<file path="config.mk">
export PLATFORM = sky130hd
export DESIGN_NAME = axis_tdest_to_vector
export DESIGN_NICKNAME = d
export VERILOG_FILES = /design/src/rtl/axis_tdest_to_vector.sv
export SDC_FILE = /design/constraint.sdc
export NUM_CORES = 1
export LEC_CHECK = 0
export ABC_AREA = 1
export CAP_MARGIN = 0
export CORE_MARGIN = 4
export CORE_UTILIZATION = 53
export CTS_BUF_LIST = sky130_fd_sc_hd__clkbuf_4 sky130_fd_sc_hd__clkbuf_8
export DETAILED_ROUTE_END_ITERATION = 16
export GPL_TIMING_DRIVEN = 1
export HOLD_SLACK_MARGIN = 0.08
export PLACE_DENSITY = 0.83
export SLEW_MARGIN = 20
export SYNTH_ARGS = -nofsm -noshare
export SYNTH_HDL_FRONTEND = slang
export SYNTH_SLANG_ARGS = --single-unit
</file>
<file path="constraint.sdc">
create_clock -name clk -period 1.5 [get_ports clk]
set_input_delay 0.3 -clock clk [delete_from_list [all_inputs] [get_ports clk]]
set_output_delay 0.3 -clock clk [all_outputs]
set_load 0.1 [all_outputs]
</file>
<file path="src/rtl/axis_tdest_to_vector.sv">
// Collects N = VEC_BYTES/AXIS_BYTES beats addressed to one AXI-Stream destination into a
// parallel vector; short or long frames are discarded and flagged with frame_err.
module axis_tdest_to_vector #(
    parameter int VEC_BYTES   = 2,
    parameter int AXIS_BYTES  = 1,
    parameter int MSB_FIRST   = 0,
    parameter int TDEST       = 0,
    parameter int TDEST_WIDTH = 1
) (
    input  logic                     clk,
    input  logic                     sresetn,
    input  logic [AXIS_BYTES*8-1:0]  s_axis_tdata,
    input  logic [AXIS_BYTES-1:0]    s_axis_tkeep,
    input  logic                     s_axis_tvalid,
    output logic                     s_axis_tready,
    input  logic                     s_axis_tlast,
    input  logic [TDEST_WIDTH-1:0]   s_axis_tdest,
    output logic [VEC_BYTES*8-1:0]   vec,
    output logic                     vec_valid,
    output logic                     frame_err
);

    localparam int unsigned N      = VEC_BYTES / AXIS_BYTES;
    localparam int unsigned CTR_W  = (N > 1) ? $clog2(N) : 1;
    localparam int unsigned BEAT_W = AXIS_BYTES * 8;
    localparam int unsigned VEC_W  = VEC_BYTES * 8;

    localparam logic [CTR_W-1:0] CTR_INIT = (MSB_FIRST != 0) ? CTR_W'(N - 1) : '0;
    localparam logic [CTR_W-1:0] CTR_LAST = (MSB_FIRST != 0) ? '0 : CTR_W'(N - 1);
    localparam logic [TDEST_WIDTH-1:0] TDEST_MATCH = TDEST_WIDTH'(TDEST);

    localparam logic [0:0] ST_SYNC   = 1'b0;
    localparam logic [0:0] ST_RESYNC = 1'b1;

    if ((AXIS_BYTES < 1) || (VEC_BYTES < AXIS_BYTES) || ((VEC_BYTES % AXIS_BYTES) != 0)) begin : g_bad_params
        $error("axis_tdest_to_vector: VEC_BYTES must be a non-zero multiple of AXIS_BYTES");
    end

    logic [0:0]       state_q, state_d;
    logic [CTR_W-1:0] ctr_q, ctr_d;
    logic [VEC_W-1:0] staging_q, staging_d;
    logic [VEC_W-1:0] vec_q, vec_d;
    logic             vec_valid_q, vec_valid_d;
    logic             frame_err_q, frame_err_d;

    logic             beat_ok;
    logic             at_last;
    logic [CTR_W-1:0] ctr_step;
    logic [VEC_W-1:0] merged;

    // Byte enables carry no meaning here: every beat is taken as fully populated.
    logic unused_tkeep;
    assign unused_tkeep = ^s_axis_tkeep;

    assign s_axis_tready = sresetn;
    assign beat_ok       = s_axis_tvalid && sresetn && (s_axis_tdest == TDEST_MATCH);
    assign at_last       = (ctr_q == CTR_LAST);
    assign ctr_step      = (MSB_FIRST != 0) ? (ctr_q - CTR_W'(1)) : (ctr_q + CTR_W'(1));

    // Staging with the current beat dropped into the slot selected by ctr.
    always_comb begin
        merged = staging_q;
        for (int unsigned i = 0; i < N; i++) begin
            if (ctr_q == CTR_W'(i)) begin
                merged[i*BEAT_W +: BEAT_W] = s_axis_tdata;
            end
        end
    end

    always_comb begin
        state_d     = state_q;
        ctr_d       = ctr_q;
        staging_d   = staging_q;
        vec_d       = vec_q;
        vec_valid_d = 1'b0;
        frame_err_d = 1'b0;

        if (beat_ok) begin
            case (state_q)
                ST_SYNC: begin
                    if (!at_last && !s_axis_tlast) begin
                        staging_d = merged;
                        ctr_d     = ctr_step;
                    end else if (at_last && s_axis_tlast) begin
                        vec_d       = merged;
                        vec_valid_d = 1'b1;
                        ctr_d       = CTR_INIT;
                    end else if (!at_last && s_axis_tlast) begin
                        frame_err_d = 1'b1;
                        ctr_d       = CTR_INIT;
                    end else begin
                        frame_err_d = 1'b1;
                        ctr_d       = CTR_INIT;
                        state_d     = ST_RESYNC;
                    end
                end
                default: begin
                    if (s_axis_tlast) begin
                        state_d = ST_SYNC;
                        ctr_d   = CTR_INIT;
                    end
                end
            endcase
        end
    end

    always_ff @(posedge clk) begin
        if (!sresetn) begin
            state_q     <= ST_SYNC;
            ctr_q       <= CTR_INIT;
            staging_q   <= '0;
            vec_q       <= '0;
            vec_valid_q <= 1'b0;
            frame_err_q <= 1'b0;
        end else begin
            state_q     <= state_d;
            ctr_q       <= ctr_d;
            staging_q   <= staging_d;
            vec_q       <= vec_d;
            vec_valid_q <= vec_valid_d;
            frame_err_q <= frame_err_d;
        end
    end

    assign vec       = vec_q;
    assign vec_valid = vec_valid_q;
    assign frame_err = frame_err_q;

    a_strobes_exclusive: assert property (@(posedge clk) disable iff (!sresetn)
        !(vec_valid_q && frame_err_q));

endmodule

</file>
---- Word-level counts from Yosys, hierarchy flattened ----
Cells that the tools add are included.
operators by class
  reduce and logical (&&, ||, !) cells .... 11
  mux-type cells .......................... 12
  $add $sub $neg .......................... 1
  eq/ne operators ......................... 1
  bitwise gates (word level) .............. 5
operators by type and width
  cell                                   number
  8-bit two-way mux                      2
  1-bit two-way mux                      10
  1-bit logical AND                      5
  1-bit inverter                         5
  4-bit AND reduction                    1
  4-bit OR reduction                     1
  3-bit AND reduction                    1
  1-bit logical NOT                      2
  2-bit != test (second input constant)  1
  2-bit AND reduction                    1
  1-bit adder (second input constant)    1
word-level totals
  output and inout bits ................... 19
  input bits .............................. 14
  register bits after elaboration ......... 36
  logic and storage cells ................. 36

---- Longest topological paths before layout ----
Gate-level depths: netlist of the first run.
  word-level depth ........................ 6
  gate-level depth with buffers ........... 8
  depth with buffers taken out ............ 6

---- Least setup slack after synthesis of the first run ----
OpenSTA, ideal clock, no wires.
  path type ............................... register to register
  start ................................... reg vec[0] (netlist name)
  end ..................................... reg vec_q[0] (netlist: vec[0])
  setup slack ............................. 0.230 ns
  period minus slack after synthesis ...... 1.270 ns
  data arrival time ....................... 1.206 ns
  cell stages (with the launch flop) ...... 5
  path buffers ............................ 0
  cells stage by stage .................... dfxtp_1 -> inv_1 -> nand2_1 -> inv_1 -> nor2_1
RTL lines
  item                  RTL line  source
  end signal, assigned  119       vec_q <= vec_d;
  end, declared         42        logic [VEC_W-1:0] vec_q, vec_d;

---- Final worst setup path of the first run ----
  start ................................... in s_axis_tvalid
  end ..................................... reg staging_q[0]
between the ends
  word-level cells in the longest chain between the ends .. 3
RTL lines
  item                             RTL line  source
  start, declared                  14        input logic s_axis_tvalid,
  1-bit logical AND (2 in series)  56        assign beat_ok = s_axis_tvalid && sresetn && (s_axis_tdest == TDEST_MATCH);
  3-bit AND reduction (no line)    --
  end signal, assigned             118       staging_q <= staging_d;
  end, declared                    41        logic [VEC_W-1:0] staging_q, staging_d;
Every way passes these cells.
A chain may end at the register's enable or synchronous reset.

==> results of run 1 <==
[per-layer routing]
layer | share of wire (%) | GRT usage (%)
met4 | 1.4 | 6.99
met2 | 51 | 33.8
met3 | 6.0 | 5.13
met1 | 42 | 20.0
met5 | 0 | 0
[worst reg2reg max path, stage by stage, from the launching register on]
cell     delay, ns
dfxtp_1       0.48
buf_4         0.25
nand2_1       0.07
o21ai_1       0.12
nand3_1       0.12
nand2_1       0.07
nor2_1        0.04
[where the power goes]
part	internal, mW	switching, mW
combinational	0.0943	0.133
clock	0.191	0.303
sequential	0.967	0.00825
total	1.25	0.444
[cell families after synthesis]
logic type             count (synthesis)
flip-flops                            36
AO/OA/AOI/OAI                         19
AND/OR/NAND/NOR                      132
buffers and inverters                 80
[cell usage after synthesis (all sizes together)]
cell / n / area [sq um]
a21boi: 1 / 7.51
a21oi: 1 / 5.00
buf: 11 / 75.1
clkbuf: 2 / 7.51
clkinv: 8 / 40.0
dfxtp: 36 / 721
inv: 59 / 221
nand2: 77 / 297
nand3: 26 / 148
nand3b: 1 / 7.51
nor2: 26 / 113
nor3: 1 / 16.3
nor3b: 1 / 12.5
o21ai: 17 / 85.1
[layout make-up]
cell class,instances,area (sq um)
well taps,44,55.1
fillers,228,732
clock buffers,6,45.0
clock inverters,1,5.00
repair buffers,43,593
inverters,67,262
multi-input cells,151,691
flip-flops and latches,36,721
[flip-flops by register name (all words and copies together), names as in the netlist]
| signal | cells |
|---|---|
| at_last | 1 |
| frame_err | 1 |
| staging_q | 16 |
| vec | 16 |
| vec_valid | 1 |
| state_q | 1 |
[worst max-delay path by stage]
stage | startpoint | endpoint | slack (ns) | depth (start not counted)
detailed placement | sresetn | vec[0] | -0.15 | 7
finish | s_axis_tvalid | staging_q[0] | 0.25 | 7
floorplan | vec[0] | vec[0] | 0.23 | 4
global placement | sresetn | vec[14] | -0.10 | 7
global route | at_last | vec[5] | 0.13 | 6
CTS | sresetn | s_axis_tready | 0.02 | 3
[through the flow]
step	utilization [%]	hold WS (ns)	total power [mW]	std cells
2_1_floorplan	-	0.404	1.14	267
3_3_place_gp	74.7	0.410	1.22	341
3_5_place_dp	74.7	0.416	1.22	341
4_1_cts	76.3	0.431	1.71	348
5_1_grt	76.4	0.458	1.78	348
6_report	76.4	0.429	1.70	348
[timing repair]
action / in CTS / in global routing
gates resized for setup: 0 / 1
setup buffers: 0 / 0
setup endpoints to repair: 0 / 1
==> reports/qor.csv, run 1 <==
stage,metric,value,unit
logic_synthesis,Post-Syn Area,1760,sq um
cts,clock latency on the worst-skew pair,0.34,ns
cts,CTS Hold Bufs,0,
outcome,outcome,completed,
timing,FMAX,0.799,GHz
setup_path,Reg2Reg Depth,6,
drt,DR vias/cell,4.51,
logic_synthesis,mux contribution to synthesized area,0,%
cells_and_area,share of cells above drive strength 1,18.4,%
setup_path,Buf/Inv on CP,2,
hold_path,HP Class,flip-flop to flip-flop,
logic_synthesis,Synth Area in XOR/XNOR,0,%
logic_synthesis,sequential share of the synthesized area,41.1,%
logic_synthesis,post-synthesis cell type count,23,
die,Die H,65.6,um
timing,setup_tns,0,ns
flow_run,max-cap violations,0,
setup_path,CP peak stage delay,0.52,ns
setup_path,Slowest cell on crit path,clkdlybuf4s50_1,
die,std cell rows,20,
place,Place WS,-0.146,ns
timing,Max-slew headroom,78.3,%
setup_path,R2R Path End,vec[0],
logic_synthesis,Syn Area/Cell,6.57,sq um
timing,Finish-stage setup viols,0,
cts,H-tree levels,2,
setup_path,CP required,1.78,ns
hold_path,Worst Hold Endpoint,staging_q[9],
die,DIE AREA,4300,sq um
timing,worst setup margin,0.249,ns
power,pwr/cell area,715,nW/um^2
timing,RSZ-0062 raised after global routing,false,
timing,Slew Limit Fails,0,
cells_and_area,"commonest non-fill, non-tap cell in the layout",nand2_1,
drt,Residual DRC,0,
die,I/O pin count,33,
global_routing,total track usage,18.5,%
setup_path,"reg-to-reg slack, setup",0.27,ns
timing,Tmin final,1.25,ns
drt,drt pass-1 iters,4,
cts,total CTS buffers,5,
setup_path,Worst Path Max Fanout,9,
cts,CTS Sinks,36,
logic_synthesis,Seq cells post-synth,36,
place,HPWL Detailed,2480,um
drt,wire per inst,9.69,um
drt,Detailed Route Iter0 Violations,47,
die,core area,3100,sq um
setup_path,WS Path Type,primary input to flip-flop,
logic_synthesis,Post-Synth Simple-Gate Area,33.8,%
cts,Max Root-Sink Buffers,2,
drt,via count,1570,
setup_path,critical path arrival,1.53,ns
timing,measured slew at the worst slew-check pin,0.326,ns
die,Initial Utilization,56.6,%
global_routing,"Remaining Overflow, GRT",0,
timing,period utilization,83.4,%
drt,routed wire length,3370,um
global_routing,vias in the first global route,1471,
cts,Clock transition at path regs,0.10,ns
global_routing,first-pass GRT wire length,6050,um
global_routing,antenna violations before repair,0,
power,worst vdd ir,0.756,mV
cells_and_area,diode count,0,
logic_synthesis,post-synthesis cell count,267,
cts,TritonCTS clock tree,built,
power,P_leak,1.14,nW
setup_path,crit-path leading delay family,simple AND/OR/NAND/NOR gates,
logic_synthesis,YS warnings,0,
hold_path,hold_sp,staging_q[9],
setup_path,RR Startpoint,at_last,
die,Die X,65.6,um
place,Placer Congestion,0.790,
cells_and_area,most frequent cells in the layout,"nand2_1 (76), inv_1 (56), dfxtp_1 (36), nand3_1 (24), nor2_1 (24)",
logic_synthesis,post-synthesis compound-gate area fraction,5.56,%
cells_and_area,nets,318,
logic_synthesis,adder-cell share of the synthesized area,0,%
logic_synthesis,largest family of logic cells by synthesized area,simple AND/OR/NAND/NOR gates,
global_routing,pin count of the biggest net entering global routing,35,
place,IO buf count,31,
setup_path,CP Capture Type,flip-flop,
place,post-place instance area,2320,sq um
cells_and_area,fin area,2370,sq um
hold_path,hold depth,2,
cells_and_area,Layout area overhead,35.1,%
timing,skew final,0.00717,ns
drt,antenna-violating nets left,0,
logic_synthesis,post-synth net total,281,
setup_path,crit-path cells,clkdlybuf4s50_1 -> nand2_4 -> nor2_4 -> nand3_2 -> nand2_1 -> inv_1 -> nor2_1,
timing,Final Hold Vio Count,0,
cts,Root Buffer,clkbuf_4,
setup_path,Startpoint Class,primary input,
(Power assumes the default switching activity.)
==> inputs of run 2 (changes only) <==
--- a/config.mk
+++ b/config.mk
@@ -8,12 +8,12 @@
 export ABC_AREA = 1
 export CAP_MARGIN = 0
 export CORE_MARGIN = 4
-export CORE_UTILIZATION = 53
+export CORE_UTILIZATION = 48
 export CTS_BUF_LIST = sky130_fd_sc_hd__clkbuf_4 sky130_fd_sc_hd__clkbuf_8
 export DETAILED_ROUTE_END_ITERATION = 16
 export GPL_TIMING_DRIVEN = 1
 export HOLD_SLACK_MARGIN = 0.08
-export PLACE_DENSITY = 0.83
+export PLACE_DENSITY = 0.79
 export SLEW_MARGIN = 20
 export SYNTH_ARGS = -nofsm -noshare
 export SYNTH_HDL_FRONTEND = slang
==> constraint.sdc (replaced) <==
create_clock -name clk -period 1.1 [get_ports clk]
set_input_delay 0.22 -clock clk [delete_from_list [all_inputs] [get_ports clk]]
set_output_delay 0.22 -clock clk [all_outputs]
set_load 0.1 [all_outputs]
==> reports/qor.csv, run 2 (synthesis results as in run 1) <==
stage,metric,value,unit
cts,H-tree levels,2,
cts,CTS Sinks,36,
global_routing,first-pass GRT wire length,7230,um
hold_path,HP Class,primary input to flip-flop,
global_routing,antenna violations before repair,0,
setup_path,WS Path Type,flip-flop to flip-flop,
timing,Tmin final,1.18,ns
power,Comb power frac,13.7,%
timing,period utilization,107,%
power,Final Power,2.90,mW
cells_and_area,diode count,0,
timing,Slew Limit Fails,0,
setup_path,Startpoint Class,flip-flop,
timing,RSZ-0062 raised after global routing,true,
hold_path,Worst Hold Endpoint,state_q,
cells_and_area,final non-filler cell total,356,
die,std cell rows,21,
setup_path,CP required,1.30,ns
place,HPWL Detailed,2600,um
power,sequential power share,45.8,%
outcome,violated checks,negative setup slack,
timing,measured slew at the worst slew-check pin,0.281,ns
cts,Clock transition at path regs,0.07,ns
place,Cells after DPL,341,
place,post-place instance area,2380,sq um
drt,Residual DRC,0,
place,Placer Congestion,0.746,
cells_and_area,share of cells above drive strength 1,33.5,%
cts,TritonCTS clock tree,built,
cts,clock latency on the worst-skew pair,0.30,ns
timing,FMAX,0.851,GHz
power,Switch Pwr,727,uW
outcome,outcome,finished with violations,
die,core area,3440,sq um
die,DIE AREA,4690,sq um
global_routing,total track usage,21.1,%
die,I/O pin count,33,
timing,worst setup margin,-0.0756,ns
setup_path,Reg2Reg Depth,6,
hold_path,hold depth,4,
setup_path,"reg-to-reg slack, setup",-0.08,ns
flow_run,max-cap violations,0,
cells_and_area,Layout area overhead,55.0,%
power,pwr/cell area,1070,nW/um^2
setup_path,R2R Path End,staging_q[1],
timing,Final Hold Vio Count,0,
drt,Detailed Route Iter0 Violations,133,
die,Die X,68.5,um
drt,via count,1814,
drt,routed wire length,5210,um
power,cell-internal power,2.18,mW
power,worst vdd ir,0.929,mV
cts,Max Root-Sink Buffers,2,
timing,skew final,0.00873,ns
setup_path,critical path arrival,1.37,ns
cts,total CTS buffers,5,
global_routing,pin count of the biggest net entering global routing,35,
cts,Root Buffer,clkbuf_8,
drt,drt pass-1 iters,4,
setup_path,Worst Path Max Fanout,6,
hold_path,hold_sp,s_axis_tvalid,
timing,Finish-stage setup viols,15,
power,P_leak,1.24,nW
cells_and_area,most frequent cells in the layout,"nand2_1 (72), inv_1 (56), nor2_1 (24), buf_12 (22), dfxtp_2 (19)",
cells_and_area,nets,323,
die,Initial Utilization,51.0,%
drt,antenna-violating nets left,0,
global_routing,"Remaining Overflow, GRT",0,
setup_path,CP Capture Type,flip-flop,
drt,DR vias/cell,5.10,
cells_and_area,"commonest non-fill, non-tap cell in the layout",nand2_1,
power,Sw Share,25.0,%
place,IO buf count,31,
setup_path,RR Startpoint,state_q,
die,Die H,68.5,um
global_routing,vias in the first global route,1669,
power,power share of the clock group,40.5,%
cells_and_area,fin area,2720,sq um
drt,wire per inst,14.6,um
timing,Max-slew headroom,81.2,%
run 2: final cells by class:
type                    count  area (sq um)
clock buffers               6          76.3
clock inverters             2          35.0
fillers                   208           722
inverters                  67           267
multi-input cells         153           822
flip-flops and latches     36           748
well taps                  46          57.6
repair buffers             46           714
run 2: worst max path at each step:
stage,start,endpoint,slack (ns)
detailed placement,sresetn,vec[5],-0.45
global placement,sresetn,vec[7],-0.40
finish,state_q,staging_q[1],-0.08
CTS,sresetn,staging_q[5],-0.02
global route,state_q,staging_q[1],-0.10
floorplan,at_last,vec[10],0.01
run 2: power by group through the flow:
| stage | registers (mW) | logic [mW] | clock network (mW) |
|---|---|---|---|
| after floorplan | 1.38 | 0.172 | 0 |
| after global placement | 1.36 | 0.320 | 0 |
| after detailed placement | 1.36 | 0.324 | 0 |
| after CTS | 1.33 | 0.343 | 1.17 |
| after global routing | 1.33 | 0.424 | 1.24 |
| final | 1.33 | 0.398 | 1.18 |
run 2: worst max-delay path: stages, from the launching register on:
cell and delay [ns]:
dfxtp_2 0.34, nor3_4 0.23, buf_6 0.15, buf_16 0.12
nand3_2 0.08, nand2_1 0.09, nor2_1 0.05
run 2: per-stage QoR:
| step | utilization [%] | hold WS (ns) | setup TNS [ns] | setup slack [ns] |
|---|---|---|---|---|
| 2_1_floorplan | - | 0.393 | 0 | 0.00967 |
| 3_3_place_gp | 69.1 | 0.410 | -11.87 | -0.398 |
| 3_5_place_dp | 69.1 | 0.415 | -13.52 | -0.452 |
| 4_1_cts | 75.0 | 0.400 | -0.236 | -0.0247 |
| 5_1_grt | 79.0 | 0.410 | -1.26 | -0.105 |
| 6_report | 79.0 | 0.391 | -0.354 | -0.0756 |
run 2: timing repair:
item	CTS	global route
gates cloned	4	1
hold buffers	0	0
buffers inserted	1	2
gates resized for setup	9	32
pin swaps	3	5
endpoints found under the hold margin	0	0
endpoints found under the setup margin	28	25
run 2: routing by layer:
| metal | up-vias | wire, um | GRT usage [%] |
|---|---|---|---|
| li1 | 865 | - | - |
| met1 | 847 | 1920 | 22.9 |
| met2 | 88 | 2750 | 38.4 |
| met3 | 14 | 425 | 4.60 |
| met4 | 0 | 118 | 9.93 |
| met5 | - | 0 | 0 |
==> inputs of run 3 (changes only) <==
==> constraint.sdc (replaced) <==
create_clock -name clk -period 1 [get_ports clk]
set_input_delay 0.2 -clock clk [delete_from_list [all_inputs] [get_ports clk]]
set_output_delay 0.2 -clock clk [all_outputs]
set_load 0.1 [all_outputs]
==> reports/qor.csv, run 3 (synthesis results as in run 1) <==
stage,metric,value,unit
power,pwr/cell area,1040,nW/um^2
timing,Final Hold Vio Count,0,
power,sequential power share,45.1,%
cells_and_area,fillcell total,128,
outcome,outcome,finished with violations,
die,Die X,68.5,um
die,DIE AREA,4690,sq um
global_routing,GR Util met3,10.0,%
power,P_leak,1.37,nW
timing,skew final,0.0106,ns
setup_path,crit-path cells,buf_12 -> nand2_8 -> inv_8 -> nand3_4 -> nand2_2 -> inv_1 -> nor2_1,
cts,Max Root-Sink Buffers,2,
cts,total CTS buffers,5,
setup_path,Startpoint Class,flip-flop,
drt,antenna-violating nets left,0,
place,HPWL Detailed,2950,um
setup_path,Buf/Inv on CP,3,
timing,RSZ-0062 raised after global routing,true,
cts,Root Buffer,clkbuf_8,
drt,via count,2174,
setup_path,CP Capture Type,flip-flop,
cells_and_area,Reg area,751,sq um
global_routing,total track usage,32.1,%
die,I/O pin count,33,
timing,Slew Limit Fails,0,
global_routing,busiest grt layer,met2,
hold_path,HP Class,primary input to flip-flop,
cts,clock latency on the worst-skew pair,0.31,ns
timing,FMAX,0.787,GHz
cells_and_area,diode count,0,
cells_and_area,multi-input logic area,1020,sq um
setup_path,Slowest cell on crit path,dfxtp_4,
power,worst vdd ir,1.09,mV
cells_and_area,share of cells above drive strength 1,48.3,%
cells_and_area,final core occ,90.8,%
place,Placer Congestion,0.774,
drt,routed wire length,8140,um
setup_path,Worst Path Max Fanout,8,
place,IO buf count,31,
drt,DR vias/cell,5.83,
timing,Tmin final,1.27,ns
timing,measured slew at the worst slew-check pin,0.352,ns
die,Die H,68.5,um
timing,Max-slew headroom,76.4,%
place,post-place instance area,2490,sq um
die,std cell rows,21,
power,Sw Share,28.4,%
setup_path,crit-path leading delay family,simple AND/OR/NAND/NOR gates,
drt,drt pass-1 iters,5,
global_routing,first-pass GRT wire length,10400,um
die,core area,3440,sq um
cells_and_area,nets,340,
die,Initial Utilization,51.0,%
drt,Residual DRC,0,
power,Comb power frac,19.1,%
global_routing,vias in the first global route,2065,
cells_and_area,fin area,3130,sq um
drt,Detailed Route Iter0 Violations,260,
power,Switch Pwr,920,uW
global_routing,antenna violations before repair,0,
setup_path,CP required,1.22,ns
power,cell-internal power,2.32,mW
cells_and_area,most frequent cells in the layout,"nand2_1 (58), inv_1 (52), buf_12 (25), nand3_2 (22), nor2_1 (22)",
timing,period utilization,127,%
setup_path,WS Path Type,flip-flop to flip-flop,
drt,wire per inst,21.8,um
cts,TritonCTS clock tree,built,
cts,Clock transition at path regs,0.08,ns
flow_run,max-cap violations,0,
global_routing,met2 usage,50.9,%
power,power share of the clock group,35.8,%
cells_and_area,"commonest non-fill, non-tap cell in the layout",nand2_1,
timing,Finish-stage setup viols,45,
setup_path,critical path arrival,1.49,ns
cells_and_area,Layout area overhead,78.0,%
cts,CTS Sinks,36,
cts,H-tree levels,2,
timing,worst setup margin,-0.271,ns
global_routing,met1 usage,35.0,%
global_routing,pin count of the biggest net entering global routing,19,
global_routing,"Remaining Overflow, GRT",0,
setup_path,CP peak stage delay,0.38,ns
outcome,violated checks,negative setup slack,
cts,CTS Hold Bufs,0,
run 3: changes by cell type in the layout (fill, tap and decap cells not counted), sizes merged:
| cell | previous run | this run |
|---|---|---|
| bufinv | 1 | 0 |
| nand3 | 28 | 29 |
| buf | 33 | 49 |
| bufbuf | 0 | 1 |
| clkbuf | 7 | 9 |
| clkinv | 10 | 8 |
| inv | 58 | 59 |
| dlygate4sd2 | 4 | 3 |
run 3: final timing paths:
path | startpoint | to | slack [ns] | cells after the start
hold / removal | sresetn | vec[14] | 0.38 | 4
hold reg to reg | staging_q[13] | staging_q[13] | 0.44 | 2
setup / recovery | at_last | vec[1] | -0.27 | 7
setup reg to reg | at_last | vec[1] | -0.27 | 7
run 3: stage by stage:
stage / instances / hold slack [ns] / TNS [ns] / setup slack [ns] / power (mW)
after floorplan: 267 / 0.379 / -1.50 / -0.0787 / 1.74
after CTS: 366 / 0.395 / -3.37 / -0.137 / 3.11
after global routing: 373 / 0.389 / -7.17 / -0.314 / 3.32
after global placement: 342 / 0.410 / -17.19 / -0.538 / 1.87
after detailed placement: 342 / 0.415 / -17.41 / -0.572 / 1.88
final: 373 / 0.377 / -5.89 / -0.271 / 3.24
run 3: power groups by stage:
stage	sequential [mW]	clock (mW)	combinational (mW)
after detailed placement	1.49	0	0.387
final	1.46	1.16	0.618
after CTS	1.46	1.13	0.519
after global placement	1.49	0	0.380
after global routing	1.46	1.22	0.638
after floorplan	1.52	0	0.218
run 3: worst min-delay path: cells and delay by family:
family | cells | cell delay (ns)
buf+inv | 2 | 0.34
simple gates | 2 | 0.11
run 3: per-layer routing:
layer  vias to the layer above  wire length [um]
met5                         -                 0
met4                         0               730
met3                        76               785
met2                       191              3710
met1                      1001              2920
li1                        906                 -
run 3: layout make-up:
class | count | share of cell area [%]
Clock buffer | 8 | 3.12
Multi-Input combinational cell | 154 | 32.8
Inverter | 67 | 8.69
Sequential cell | 36 | 24.0
Timing Repair Buffer | 62 | 29.5
Tap cell | 46 | 1.84
run 3: timing repair:
| action | in CTS | in global routing |
|---|---|---|
| setup endpoints to repair | 55 | 46 |
| buffers inserted | 8 | 7 |
| cloned | 8 | 0 |
| pin swaps | 11 | 12 |
| gates resized for setup | 47 | 32 |
